File: config.mk
export PLATFORM = sky130hd
export DESIGN_NAME = dma_engineer
export DESIGN_NICKNAME = d
export VERILOG_FILES = /design/src/rtl/dma_engineer.sv
export SDC_FILE = /design/constraint.sdc
export NUM_CORES = 1
export LEC_CHECK = 0
export ABC_AREA = 0
export BUFFER_PORTS_ARGS = -buffer_cell sky130_fd_sc_hd__buf_2
export CAP_MARGIN = 20
export CORE_AREA = 2 2 429 431
export DETAILED_ROUTE_END_ITERATION = 6
export DIE_AREA = 0 0 431 433
export SYNTH_ARGS = -nofsm -noshare
export SYNTH_HDL_FRONTEND = slang
export SYNTH_SLANG_ARGS = --single-unit
File: constraint.sdc
create_clock -name clk -period 2.6 [get_ports clk]
set_input_delay 0.52 -clock clk [delete_from_list [all_inputs] [get_ports clk]]
set_output_delay 0.52 -clock clk [all_outputs]
set_load 0.005 [all_outputs]
File: src/rtl/dma_engineer.sv
// Weight-fetch DMA responder: serves one (start, length) request at a time by
// issuing in-order word reads to memory and streaming the returned beats back.
module dma_engineer #(
  parameter int ADDR_W          = 27,
  parameter int DATA_W          = 512,
  parameter int MAX_OUTSTANDING = 8,
  parameter int CNT_W           = 4
) (
  input  logic              clk,
  input  logic              rst,
  input  logic              dma_engineer_req,
  output logic              dma_engineer_ack,
  input  logic [ADDR_W-1:0] dma_engineer_start_addr,
  input  logic [ADDR_W-1:0] dma_engineer_length,
  output logic [DATA_W-1:0] dma_engineer_dout,
  output logic              dma_engineer_dout_en,
  output logic              dma_engineer_dout_eop,
  output logic              dma_engineer_busy,
  output logic              mem_rd_req,
  output logic [ADDR_W-1:0] mem_rd_addr,
  input  logic              mem_rd_gnt,
  input  logic              mem_rd_valid,
  input  logic [DATA_W-1:0] mem_rd_data
);

  typedef enum logic [1:0] {IDLE, ACK, ISSUE, DRAIN} state_t;

  state_t            state_q, state_d;
  logic [ADDR_W-1:0] addr_q, remain_issue, remain_ret;
  logic [CNT_W-1:0]  outstanding;
  logic              issue_fire, ret_fire;

  assign issue_fire = mem_rd_req & mem_rd_gnt;
  // Returns are only meaningful while a request still expects beats; anything else is stale.
  assign ret_fire   = mem_rd_valid && (state_q == ISSUE || state_q == DRAIN) &&
                      (remain_ret != '0);

  assign mem_rd_addr       = addr_q;
  assign dma_engineer_busy = (state_q != IDLE);

  always_comb begin
    state_d          = state_q;
    dma_engineer_ack = 1'b0;
    mem_rd_req       = 1'b0;
    case (state_q)
      IDLE:  if (dma_engineer_req) state_d = ACK;
      ACK: begin
        dma_engineer_ack = 1'b1;
        state_d = (dma_engineer_length == '0) ? IDLE : ISSUE;
      end
      ISSUE: begin
        mem_rd_req = (remain_issue != '0) && (outstanding < CNT_W'(MAX_OUTSTANDING));
        if (remain_issue == '0 || (issue_fire && remain_issue == ADDR_W'(1)))
          state_d = DRAIN;
      end
      DRAIN: if (dma_engineer_dout_en && dma_engineer_dout_eop) state_d = IDLE;
      default: state_d = IDLE;
    endcase
  end

  always_ff @(posedge clk or negedge rst) begin
    if (!rst) begin
      state_q               <= IDLE;
      addr_q                <= '0;
      remain_issue          <= '0;
      remain_ret            <= '0;
      outstanding           <= '0;
      dma_engineer_dout     <= '0;
      dma_engineer_dout_en  <= 1'b0;
      dma_engineer_dout_eop <= 1'b0;
    end else begin
      state_q               <= state_d;
      dma_engineer_dout_en  <= ret_fire;
      dma_engineer_dout_eop <= ret_fire && (remain_ret == ADDR_W'(1));
      if (ret_fire) begin
        dma_engineer_dout <= mem_rd_data;
        remain_ret        <= remain_ret - ADDR_W'(1);
      end
      if (state_q == ACK) begin
        addr_q       <= dma_engineer_start_addr;
        remain_issue <= dma_engineer_length;
        remain_ret   <= dma_engineer_length;
      end else if (issue_fire) begin
        addr_q       <= addr_q + ADDR_W'(1);
        remain_issue <= remain_issue - ADDR_W'(1);
      end
      // Simultaneous issue and return leave the count unchanged.
      case ({issue_fire, ret_fire})
        2'b10:   outstanding <= outstanding + CNT_W'(1);
        2'b01:   if (outstanding != '0) outstanding <= outstanding - CNT_W'(1);
        default: outstanding <= outstanding;
      endcase
    end
  end

endmodule
-- Word-level counts from Yosys, hierarchy flattened
Index checks and enable logic that the tools add are counted.
- register bits: 601
- input port bits: 571
- output and inout port bits: 544
- word-level logic and storage cells: 61
- add/sub/neg operators: 5
- $lt $le $gt $ge: 1
- equal/unequal tests: 11
- muxes and demuxes: 15
- bitwise gates (word level): 1
- reduce and logical (&&, ||, !) cells: 20
- operators with widths (cell ; number):
    $mux W27 ; 6
    $eq A27 B1 Y1 const B ; 2
    $logic_not A27 Y1 ; 2
    $reduce_bool A27 Y1 ; 2
    $sub A27 B1 Y27 const B ; 2
    $add A27 B1 Y27 const B ; 1
    $mux W2 ; 4
    $pmux W2 S4 ; 1
    $pmux W4 S2 ; 1
    $reduce_bool A2 Y1 ; 4
    $eq A2 B2 Y1 const B ; 3
    $logic_and A1 B1 Y1 ; 6
    $add A4 B1 Y4 const B ; 1
    $eq A2 B1 Y1 const B ; 2
    $lt A4 B4 Y1 const B ; 1
    $mux W4 ; 1
    $ne A2 B1 Y1 const B ; 2
    $ne A2 B2 Y1 const B ; 2
    $reduce_bool A4 Y1 ; 1
    $sub A4 B1 Y4 const B ; 1
    $reduce_and A3 Y1 ; 1
    $logic_not A2 Y1 ; 1
    $logic_or A1 B1 Y1 ; 2
    $mux W1 ; 2
    2 further kinds ; 2

-- Depth between registers and ports, before layout
Gate-level depths: netlist (run 1).
- depth in word-level cells: 8
- depth in mapped cells: 16
- gate-level depth less buffers: 14

-- Worst setup path before layout (run 1)
OpenSTA, ideal clock, no wires.
- path kind: flip-flop to flip-flop
- start point: register remain_issue[0]
- end point: register outstanding[3]
- setup time: 0.080 ns
- data arrival time: 2.789 ns
- data required time: 2.520 ns
- path slack: -0.269 ns
- stages on the path, launching flop included: 15
- buffers on the path: 1
- period minus slack after synthesis: 2.869 ns
- cell sequence: dfrtp_1 inv_1 ha_1 nor4b_1 nand4_1 o21ai_1 buf_2 nand2_1 inv_1 ha_1 a21o_1 a21oi_1 nor3_1 a41oi_1 xnor2_1
- cells in the longest elaborated chain, start to end: 7
- elaborated cells on any way between the ends: 10
- classes of those cells: eq/ne (3); mux (2); bitwise (1); reduce/logical (4)
- ends and longest elaborated chain (item ; RTL line ; text):
    start, declared ; 29 ; logic [ADDR_W-1:0] addr_q, remain_issue, remain_ret;
    start signal, assigned ; 81 ; remain_issue <= dma_engineer_length;
    start signal, assigned ; 85 ; remain_issue <= remain_issue - ADDR_W'(1);
    $reduce_bool A27 Y1 (*) ; 52 ; mem_rd_req = (remain_issue != '0) && (outstanding < CNT_W'(MAX_OUTSTANDING));
    $logic_and A1 B1 Y1 (*) ; 52 ;
    $mux W1 (*) ; 45 ; case (state_q)
    $and A1 B1 Y1 (*) ; 33 ; assign issue_fire = mem_rd_req & mem_rd_gnt;
    $eq A2 B1 Y1 / $eq A2 B2 Y1 (equally long branches) ; 88 ; case ({issue_fire, ret_fire})
    $ne A2 B2 Y1 (no line) / $reduce_bool A2 Y1 (equally long branches) ; - ;
    $reduce_and A2 Y1 (no line) ; - ;
    end signal, assigned ; 89 ; 2'b10: outstanding <= outstanding + CNT_W'(1);
    end signal, assigned ; 90 ; 2'b01: if (outstanding != '0) outstanding <= outstanding - CNT_W'(1);
    end signal, assigned ; 91 ; default: outstanding <= outstanding;
    end, declared ; 30 ; logic [CNT_W-1:0] outstanding;
Every way passes the cells marked *; elsewhere a longest branch is shown, timed or not.
A chain may end at the register's enable or synchronous reset.

-- Worst setup path in the final report (run 1)
- start point: register remain_issue[1]
- end point: output port mem_rd_req
- cells in the longest elaborated chain, start to end: 3
- ends and longest elaborated chain (item ; RTL line ; text):
    $reduce_bool A27 Y1 ; 52 ;
    $logic_and A1 B1 Y1 ; 52 ;
    $mux W1 ; 45 ;
    end, declared ; 19 ; output logic mem_rd_req,
Every way passes these cells.

==> results of run 1 <==
-- registers in the layout, indices dropped and copies added (netlist names), named ones only --
name / cells
mem_rd_addr: 27
dma_engineer_dout_eop: 1
remain_ret: 27
outstanding: 4
dma_engineer_dout: 512
remain_issue: 27
state_q: 1
dma_engineer_dout_en: 1
-- cells by family (layout without fill, tap and decap cells) --
logic type / count (synthesis) / after routing / synth area share [%]
AO/OA/AOI/OAI: 134 / 134 / 3.75
XOR/XNOR: 31 / 31 / 1.12
adder cells (fa/ha/maj): 8 / 8 / 0.445
buffers and inverters: 149 / 1816 / 2.78
flip-flops: 601 / 601 / 62.2
multiplexers: 2 / 2 / 0.0829
other: 0 / 29 / 0
AND/OR/NAND/NOR: 1796 / 1796 / 29.6
-- worst max path at each step --
| stage | start | to |
|---|---|---|
| 2_1_floorplan | remain_ret[3] | outstanding[3] |
| 3_3_place_gp | remain_issue[9] | mem_rd_addr[0] |
| 3_5_place_dp | remain_ret[3] | outstanding[3] |
| 4_1_cts | remain_issue[20] | mem_rd_req |
| 5_1_grt | remain_issue[2] | mem_rd_req |
| 6_report | remain_issue[1] | mem_rd_req |
-- routing by layer --
layer  routed length, um  GRT usage, %  vias to the layer above  share of wire [%]
met5                  64             0                        -              0.043
met1               56900          17.4                    12800                 39
met4                8080          8.81                       10                5.5
met2               67800          22.6                     1247                 46
met3               14300          5.23                      257                9.7
li1                    -             -                    11900                  -
-- layout make-up --
class	count	area, sq um
diodes	29	72.6
clock buffers	107	2160
clock inverters	30	495
fillers	19900	141000
inverters	15	90.1
multi-input cells	1971	8730
flip-flops and latches	601	15000
well taps	2385	2980
repair buffers	1664	11400
-- cells in the final DEF (no fill, tap or decap), types with 18 or more instances in the layout --
cell | Yosys | final
buf_12 | 0 | 26
buf_2 | 68 | 1113
buf_4 | 3 | 93
clkbuf_16 | 0 | 87
dfrtp_1 | 601 | 600
diode_2 | 0 | 29
dlygate4sd3_1 | 0 | 401
nand2_1 | 1614 | 1593
nand3_1 | 31 | 30
nand4_1 | 18 | 18
nor2_1 | 35 | 35
nor3_1 | 24 | 22
nor4_1 | 22 | 18
o211ai_1 | 24 | 24
o21ai_0 | 38 | 35
xnor2_1 | 19 | 18
-- worst max-delay path, stage by stage, from the launching register on --
cell	delay (ns)
dfrtp_1	0.39
inv_2	0.09
ha_4	0.14
nor4b_4	0.17
nand4_1	0.17
buf_6	0.17
nor4_4	0.15
nor3_2	0.09
buf_2	0.16
-- stage by stage --
stage / area (sq um) / TNS [ns] / setup slack (ns) / power (uW)
after detailed placement: 33500 / -0.418 / -0.0861 / 16200
after global placement: 33500 / -0.531 / -0.0773 / 16100
after global routing: 41000 / -0.530 / -0.290 / 29700
after floorplan: 24200 / -0.0696 / -0.0696 / 13000
after CTS: 40300 / -0.300 / -0.187 / 28500
final: 41000 / -0.232 / -0.145 / 28400
-- power by group --
group          leakage [uW]  total (uW)  internal (uW)  switching [uW]
combinational        0.0127        5770           2570            3200
clock               0.00128       11400           6670            4740
sequential          0.00738       11200          10400             811
-- what timing repair did --
item,in CTS,in global routing
endpoints found under the hold margin,426,0
pin swaps,12,17
endpoints found under the setup margin,22,248
cloned,0,14
hold buffers,401,0
setup buffers,10,4
gates resized for setup,26,78
==> run_results.csv, run 1 <==
group,metric,value,unit
critical_path,endpoint_kind,"output pin",
floorplanning,coreArea,182000,sq um
worst_hold_path,worstHoldStart,"mem_rd_data[155]",
power,vdd_drop_max,582,uV
critical_path,critPathRequiredTime,2.08,ns
sta,skew,0.0508,ns
grt,grt_max_degree,121,
drt,drc,0,
drt,routed_wl,147,mm
floorplanning,rows,157,
critical_path,r2r_cells,12,
floorplanning,start_util,13.3,%
logic_synthesis,syn_inst,2721,
worst_hold_path,holdPathEnd,"dma_engineer_dout[155]",
clock_network,cts_root_buf,"clkbuf_16",
finish,drive_above_1_share,32.9,%
power,p_per_area,691,nW/um^2
sta,final_max_slew_viol_count,0,
drt,antenna_left,0,
run_status,outcome,"complete, but fails checks",
clock_network,clkTransAtPathRegs,0.06,ns
clock_network,clockBufferDepth,3,
sta,finalSetupViolations,2,
clock_network,cts_buffers,75,
worst_hold_path,hold_class,"primary input to register",
floorplanning,ios,1115,
critical_path,reg2reg_from,"remain_ret[2]",
placed_design,dp.cells,6216,
logic_synthesis,synth_nets,3300,
finish,stdcell_count,6802,
logic_synthesis,syn_area,24200,sq um
finish,synthToLayoutAreaGrowth,69.7,%
finish,finalCoreUtilization,22.5,%
sta,relSlewSlack,58.6,%
critical_path,regToRegSetupSlack,-0.09,ns
critical_path,timing.rr.end,"outstanding[3]",
logic_synthesis,synth_area_per_cell,8.88,sq um
sta,hold_violations,0,
clock_network,cts_tree,"yes",
critical_path,start_kind,"register",
placed_design,portBuffers,1114,
finish,nets,4907,
critical_path,worstPathArrival,2.22,ns
power,leakagePower,0.0213,uW
logic_synthesis,synth_edf_count,0,
floorplanning,fp.dieH,433,um
logic_synthesis,synth_top_area_share,62.2,%
drt,first_iter_violations,2298,
sta,fin_crit_sh,106,%
sta,period_needed,2.74,ns
clock_network,h-tree-depth,3,
job,maxCapViolations,0,
sta,hold_slack,0.0767,ns
worst_hold_path,min_path_cells,3,
sta,rsz0062_at_grt,"true",
floorplanning,die-area,187000,sq um
drt,vias_per_cell,3.85,
clock_network,cts_sinks,601,
sta,setup_ws,-0.145,ns
drt,vias,26200,
critical_path,crit_path_max_fanout,2,
drt,wire_per_inst,21.6,um
grt,antenna_found_initial,49,
sta,max_freq,364,MHz
logic_synthesis,yosysWarningCount,0,
drt,first_pass_iters,5,
clock_network,clk_latency,0.73,ns
logic_synthesis,synth_common_cells,"nand2_1 (1614), dfrtp_1 (601), buf_2 (68)",
critical_path,crit_type,"register to output pin",
sta,tightest_slew,0.619,ns
logic_synthesis,synth_seq_cells,601,
run_status,violations,"setup timing",
logic_synthesis,synth_cell_types,65,
placed_design,finalWeightedCongestion,0.966,
grt,grt_pass1_wl,194,mm
grt,grtUsageTotal,14.7,%
placed_design,detailed_place_hpwl,114,mm
logic_synthesis,synth_top_area_cell,"dfrtp_1",
logic_synthesis,yosysSeqAreaShare,62.2,%
logic_synthesis,synth_most_common_cell,"nand2_1",
floorplanning,dieWidth,431,um
logic_synthesis,async_flop_share,100,%
logic_synthesis,ys.flop_type,"dfrtp_1",
logic_synthesis,synthTopCellsByArea,"dfrtp_1 (62%), nand2_1 (25%), buf_2 (1.4%)",
grt,overflow,0,
grt,grt_pass1_vias,25500,
Note: power is estimated with default switching activity, not from simulation.
==> inputs of run 2 (changes only) <==
--- a/config.mk
+++ b/config.mk
@@ -11,6 +11,7 @@
 export CORE_AREA = 2 2 429 431
 export DETAILED_ROUTE_END_ITERATION = 6
 export DIE_AREA = 0 0 431 433
+export RECOVER_POWER = 25
 export SYNTH_ARGS = -nofsm -noshare
 export SYNTH_HDL_FRONTEND = slang
 export SYNTH_SLANG_ARGS = --single-unit
==> run 2 against run 1 <==
- the run ends with capacitance limit, slew limit, setup timing left
- routed wire length about the same
- first-iteration DRC count up 2.3%
- clock power about the same
- largest power group unchanged
==> run_results.csv, run 2 (synthesis gave the netlist of run 1 again) <==
group,metric,value,unit
floorplanning,die-area,187000,sq um
worst_hold_path,min_path_cells,3,
drt,antenna_left,0,
power,clock_power_share,40.2,%
grt,grt_pass1_vias,25500,
grt,overflow,0,
clock_network,clockBufferDepth,3,
power,leakagePower,0.0213,uW
clock_network,cts_tree,"yes",
finish,drive_above_1_share,32.8,%
critical_path,endpoint_kind,"output pin",
power,power.internal,19600,uW
worst_hold_path,worstHoldStart,"mem_rd_data[155]",
critical_path,cp-startpoint,"remain_issue[1]",
grt,grtUsageTotal,14.7,%
drt,vias,26200,
grt,antenna_found_initial,50,
placed_design,pre_cts_ws,-0.0861,ns
worst_hold_path,holdPathEnd,"dma_engineer_dout[155]",
finish,nets,4907,
critical_path,crit_path_max_fanout,2,
critical_path,worstPathArrival,2.21,ns
critical_path,timing.rr.end,"outstanding[3]",
clock_network,clkTransAtPathRegs,0.06,ns
power,p_seq_share,39.5,%
floorplanning,ios,1115,
floorplanning,coreArea,182000,sq um
drt,first_iter_violations,2351,
critical_path,critPathRequiredTime,2.08,ns
critical_path,r2r_cells,12,
clock_network,cts_root_buf,"clkbuf_16",
power,p_per_area,692,nW/um^2
critical_path,regToRegSetupSlack,-0.09,ns
floorplanning,start_util,13.3,%
critical_path,start_kind,"register",
sta,fin_crit_sh,105,%
floorplanning,dieWidth,431,um
sta,setup_ws,-0.135,ns
drt,routed_wl,147,mm
sta,tightest_slew,1.55,ns
power,p_comb_share,20.3,%
sta,relSlewSlack,-3.63,%
sta,hold_slack,0.0754,ns
sta,final_max_slew_viol_count,38,
grt,grt_max_degree,121,
sta,hold_violations,0,
run_status,outcome,"complete, but fails checks",
floorplanning,rows,157,
placed_design,detailed_place_hpwl,114,mm
critical_path,reg2reg_from,"remain_ret[2]",
critical_path,crit_type,"register to output pin",
placed_design,portBuffers,1114,
drt,vias_per_cell,3.85,
clock_network,cts_buffers,75,
finish,largest_reg_flops,512,
finish,layout_commonest_cell,"nand2_1",
drt,drc,0,
job,maxCapViolations,1,
power,power.net_switching,8740,uW
floorplanning,fp.dieH,433,um
power,vdd_drop_max,582,uV
run_status,violations,"capacitance limit, slew limit, setup timing",
clock_network,clk_latency,0.73,ns
sta,max_freq,366,MHz
sta,rsz0062_at_grt,"true",
finish,synthToLayoutAreaGrowth,69.4,%
placed_design,finalWeightedCongestion,0.966,
sta,period_needed,2.73,ns
sta,finalSetupViolations,2,
finish,final_cell_mix,"nand2_1 (1593), buf_2 (1115), dfrtp_1 (600), dlygate4sd3_1 (401), clkbuf_16 (87)",
finish,largest_register,"dma_engineer_dout",
power,swShare,30.8,%
worst_hold_path,hold_class,"primary input to register",
placed_design,place_area,33500,sq um
clock_network,cts_sinks,601,
sta,skew,0.0529,ns
grt,grt_pass1_wl,194,mm
finish,fin_area,40900,sq um
drt,first_pass_iters,5,
clock_network,h-tree-depth,3,
drt,wire_per_inst,21.6,um
[run 2: repair_timing]
action	in CTS	in global routing
pin swaps	12	17
hold endpoints to repair	426	0
gates cloned	0	14
resized for setup	26	78
hold buffers	401	0
endpoints found under the setup margin	22	248
buffers inserted	10	4
[run 2: power groups by stage]
| stage | Clock (uW) | Combinational (uW) | Sequential, uW |
|---|---|---|---|
| after floorplan | 0 | 1790 | 11300 |
| after global placement | 0 | 4850 | 11300 |
| after detailed placement | 0 | 4910 | 11300 |
| after CTS | 11800 | 5600 | 11100 |
| after global routing | 12100 | 6250 | 11300 |
| final | 11400 | 5750 | 11200 |
[run 2: routing by layer]
layer,vias to the layer above,track usage [%],share of wire (%)
met1,12800,17.4,39
met2,1220,22.6,46
met5,-,0,0.044
met4,10,8.81,5.6
met3,261,5.23,9.4
li1,11900,-,-
[run 2: through the flow]
stage | util (%) | instances | total power (uW) | TNS, ns
floorplan | - | 2721 | 13000 | -0.0696
finish | 22.5 | 6801 | 28300 | -0.223
CTS | 22.2 | 6763 | 28500 | -0.300
global route | 22.5 | 6794 | 29700 | -3.77
global placement | 18.4 | 6216 | 16100 | -0.531
detailed placement | 18.4 | 6216 | 16200 | -0.418
[run 2: cell type report]
type | count | area [sq um]
diodes | 28 | 70.1
clock buffers | 107 | 2160
clock inverters | 30 | 495
fillers | 19900 | 141000
inverters | 15 | 90.1
multi-input cells | 1971 | 8730
flip-flops and latches | 601 | 15000
well taps | 2385 | 2980
repair buffers | 1664 | 11400
[run 2: worst max-delay path by stage]
stage	endpoint	slack (ns)	cells past startpoint
final	mem_rd_req	-0.13	8
after global routing	mem_rd_req	-0.29	6
after CTS	mem_rd_req	-0.19	6
after detailed placement	outstanding[3]	-0.09	12
after global placement	mem_rd_addr[0]	-0.08	6
after floorplan	outstanding[3]	-0.07	14
[run 2: worst max-delay path: stages (launching register included)]
cell	delay [ns]
dfrtp_1	0.39
inv_2	0.09
ha_4	0.14
nor4b_4	0.17
nand4_1	0.17
buf_6	0.17
nor4_4	0.15
nor3_2	0.08
buf_2	0.16
==> inputs of run 3 (changes only) <==
--- a/config.mk
+++ b/config.mk
@@ -6,12 +6,13 @@
 export NUM_CORES = 1
 export LEC_CHECK = 0
 export ABC_AREA = 0
-export BUFFER_PORTS_ARGS = -buffer_cell sky130_fd_sc_hd__buf_2
 export CAP_MARGIN = 20
 export CORE_AREA = 2 2 429 431
 export DETAILED_ROUTE_END_ITERATION = 6
 export DIE_AREA = 0 0 431 433
+export DONT_BUFFER_PORTS = 1
 export RECOVER_POWER = 25
 export SYNTH_ARGS = -nofsm -noshare
 export SYNTH_HDL_FRONTEND = slang
 export SYNTH_SLANG_ARGS = --single-unit
+export TNS_END_PERCENT = 50
==> run 3 against run 2 <==
- the run ends with DRC, hold timing, slew limit, setup timing left
- first-iteration DRC count fell by 4.8%
- final cell count down 14%
- combinational power decreased by 31%
- clock-buffer cell count is the same
- clock power barely moved
- via count decreased by 13%
- die area unchanged
- register-to-register slack hardly changed
- utilization is 2.5 points lower
- sequential power grew 5%
- non-clock buffer count down 1000
- critical endpoint is now outstanding[3]
- largest power group is now sequential cells
==> run_results.csv, run 3 (synthesis gave the netlist of run 1 again) <==
group,metric,value,unit
power,vdd_drop_max,516,uV
placed_design,dp.cells,5071,
floorplanning,start_util,13.3,%
critical_path,cp_cell_sequence,"or4_4 -> and4b_1 -> a21o_4 -> clkinv_16 -> nand2_8 -> inv_6 -> ha_4 -> a21o_1 -> a21oi_4 -> nor3_2 -> a41oi_2 -> xnor2_1",
critical_path,cp.depth,12,
power,leakagePower,0.0171,uW
critical_path,regToRegSetupSlack,-0.09,ns
critical_path,critPathRequiredTime,3.15,ns
drt,first_pass_iters,7,
power,p_per_area,738,nW/um^2
placed_design,portBuffers,0,
grt,overflow,0,
finish,multiInputGateArea,8630,sq um
finish,fillers,19900,
placed_design,finalWeightedCongestion,0.920,
sta,period_needed,2.69,ns
critical_path,path_buf_inv,2,
grt,grt_pass1_wl,186,mm
drt,drc,1,
sta,setup_ws,-0.0913,ns
sta,hold_violations,601,
floorplanning,coreArea,182000,sq um
drt,routed_wl,145,mm
critical_path,crit_type,"register to register",
sta,skew,0.0485,ns
floorplanning,ios,1115,
sta,finalSetupViolations,3,
finish,drive_above_1_share,8.41,%
finish,synthToLayoutAreaGrowth,50.4,%
floorplanning,die-area,187000,sq um
drt,wire_per_inst,25.0,um
critical_path,timing.rr.end,"outstanding[3]",
critical_path,worstPathArrival,3.25,ns
finish,stdcell_count,5820,
sta,final_max_slew_viol_count,57,
finish,finalCoreUtilization,20.0,%
finish,register_area,15000,sq um
clock_network,clkTransAtPathRegs,0.06,ns
grt,grt_pass1_vias,22200,
finish,layout_commonest_cell,"nand2_1",
critical_path,reg2reg_from,"remain_ret[5]",
grt,antenna_found_initial,127,
worst_hold_path,hold_class,"primary input to asynchronous set/reset pin",
clock_network,cts_buffers,78,
clock_network,clk_latency,0.71,ns
floorplanning,rows,157,
sta,relSlewSlack,-5.21,%
sta,max_freq,372,MHz
grt,grtUsageTotal,14.3,%
sta,fin_crit_sh,104,%
drt,vias_per_cell,3.93,
drt,vias,22900,
sta,tightest_slew,1.58,ns
critical_path,cpPeakStageDelay,0.56,ns
drt,first_iter_violations,2239,
placed_design,detailed_place_hpwl,107,mm
power,total_power,26800,uW
run_status,outcome,"complete, but fails checks",
drt,antenna_left,0,
floorplanning,fp.dieH,433,um
clock_network,cts_root_buf,"clkbuf_16",
finish,final_cell_mix,"nand2_1 (1609), dfrtp_1 (600), dlygate4sd3_1 (539), clkbuf_16 (91), buf_4 (87)",
finish,largest_register,"dma_engineer_dout",
sta,hold_slack,-0.440,ns
finish,nets,3910,
critical_path,r2r_cells,12,
critical_path,cp_top_family,"simple AND/OR/NAND/NOR gates",
clock_network,cts_tree,"yes",
job,maxCapViolations,0,
critical_path,cp-startpoint,"remain_ret[5]",
clock_network,clockBufferDepth,3,
critical_path,critPathSlowestCell,"or4_4",
critical_path,endpoint_kind,"register",
sta,rsz0062_at_grt,"true",
grt,grt_max_degree,602,
critical_path,start_kind,"register",
finish,largest_reg_flops,512,
run_status,violations,"DRC, hold timing, slew limit, setup timing",
clock_network,cts_sinks,601,
critical_path,cp-endpoint,"outstanding[3]",
clock_network,postCtsHoldBufs,539,
critical_path,crit_path_max_fanout,4,
clock_network,h-tree-depth,3,
floorplanning,dieWidth,431,um
## run 3: changes by cell type in the layout (fill, tap and decap cells not counted), sizes merged, moves of 8 or more
cell / delta
dlygate4sd3: +138
clkbuf: -8
diode: +19
buf: -1131
## run 3: stage by stage
stage / worst slack (ns) / TNS, ns / cell area, sq um / hold slack, ns
floorplan: -0.0696 / -0.0696 / 24200 / 0.224
global placement: -0.474 / -13.53 / 27500 / 0.238
detailed placement: -0.572 / -18.76 / 27500 / 0.238
CTS: -0.172 / -0.227 / 35800 / -0.522
global route: -0.269 / -0.520 / 36300 / -0.517
finish: -0.0913 / -0.183 / 36300 / -0.440
## run 3: power breakdown
part | internal (uW) | total (uW) | switching [uW]
sequential | 10400 | 11800 | 1400
combinational | 1880 | 3960 | 2080
clock | 6370 | 11100 | 4720
## run 3: worst min path at each step
stage / from / to / slack [ns] / cells after the start
after floorplan: rst / asynchronous set/reset pin / 0.22 / 0
after global placement: rst / mem_rd_addr[11] / 0.24 / 0
after detailed placement: rst / mem_rd_addr[11] / 0.24 / 0
after CTS: rst / mem_rd_addr[11] / -0.52 / 0
after global routing: rst / mem_rd_addr[11] / -0.52 / 0
final: rst / mem_rd_addr[11] / -0.44 / 0
## run 3: routing by layer
metal / wire length [um] / global-route usage [%] / share of wire [%] / vias to the layer above
met5: 557 / 0 / 0.38 / -
met4: 7810 / 6.86 / 5.4 / 94
met3: 16100 / 6.81 / 11 / 401
met2: 65800 / 22.2 / 45 / 1290
met1: 55000 / 16.5 / 38 / 11200
li1: - / - / - / 9920
## run 3: repair_timing
| action | CTS | global route |
|---|---|---|
| cloned | 5 | 12 |
| pin swaps | 8 | 10 |
| resized for setup | 36 | 27 |
| hold endpoints to repair | 1155 | 601 |
| setup buffers | 5 | 4 |
| setup endpoints to repair | 314 | 291 |
## run 3: final cells by class
class                      instances  share of cell area (%)
sequential                       601                    41.4
multi-input combinational       1971                    23.7
timing repair buffer             664                    19.0
tap                             2385                    8.21
clock buffer                     107                    6.03
clock inverter                    30                    1.03
antenna                           47                   0.324
inverter                          15                   0.248
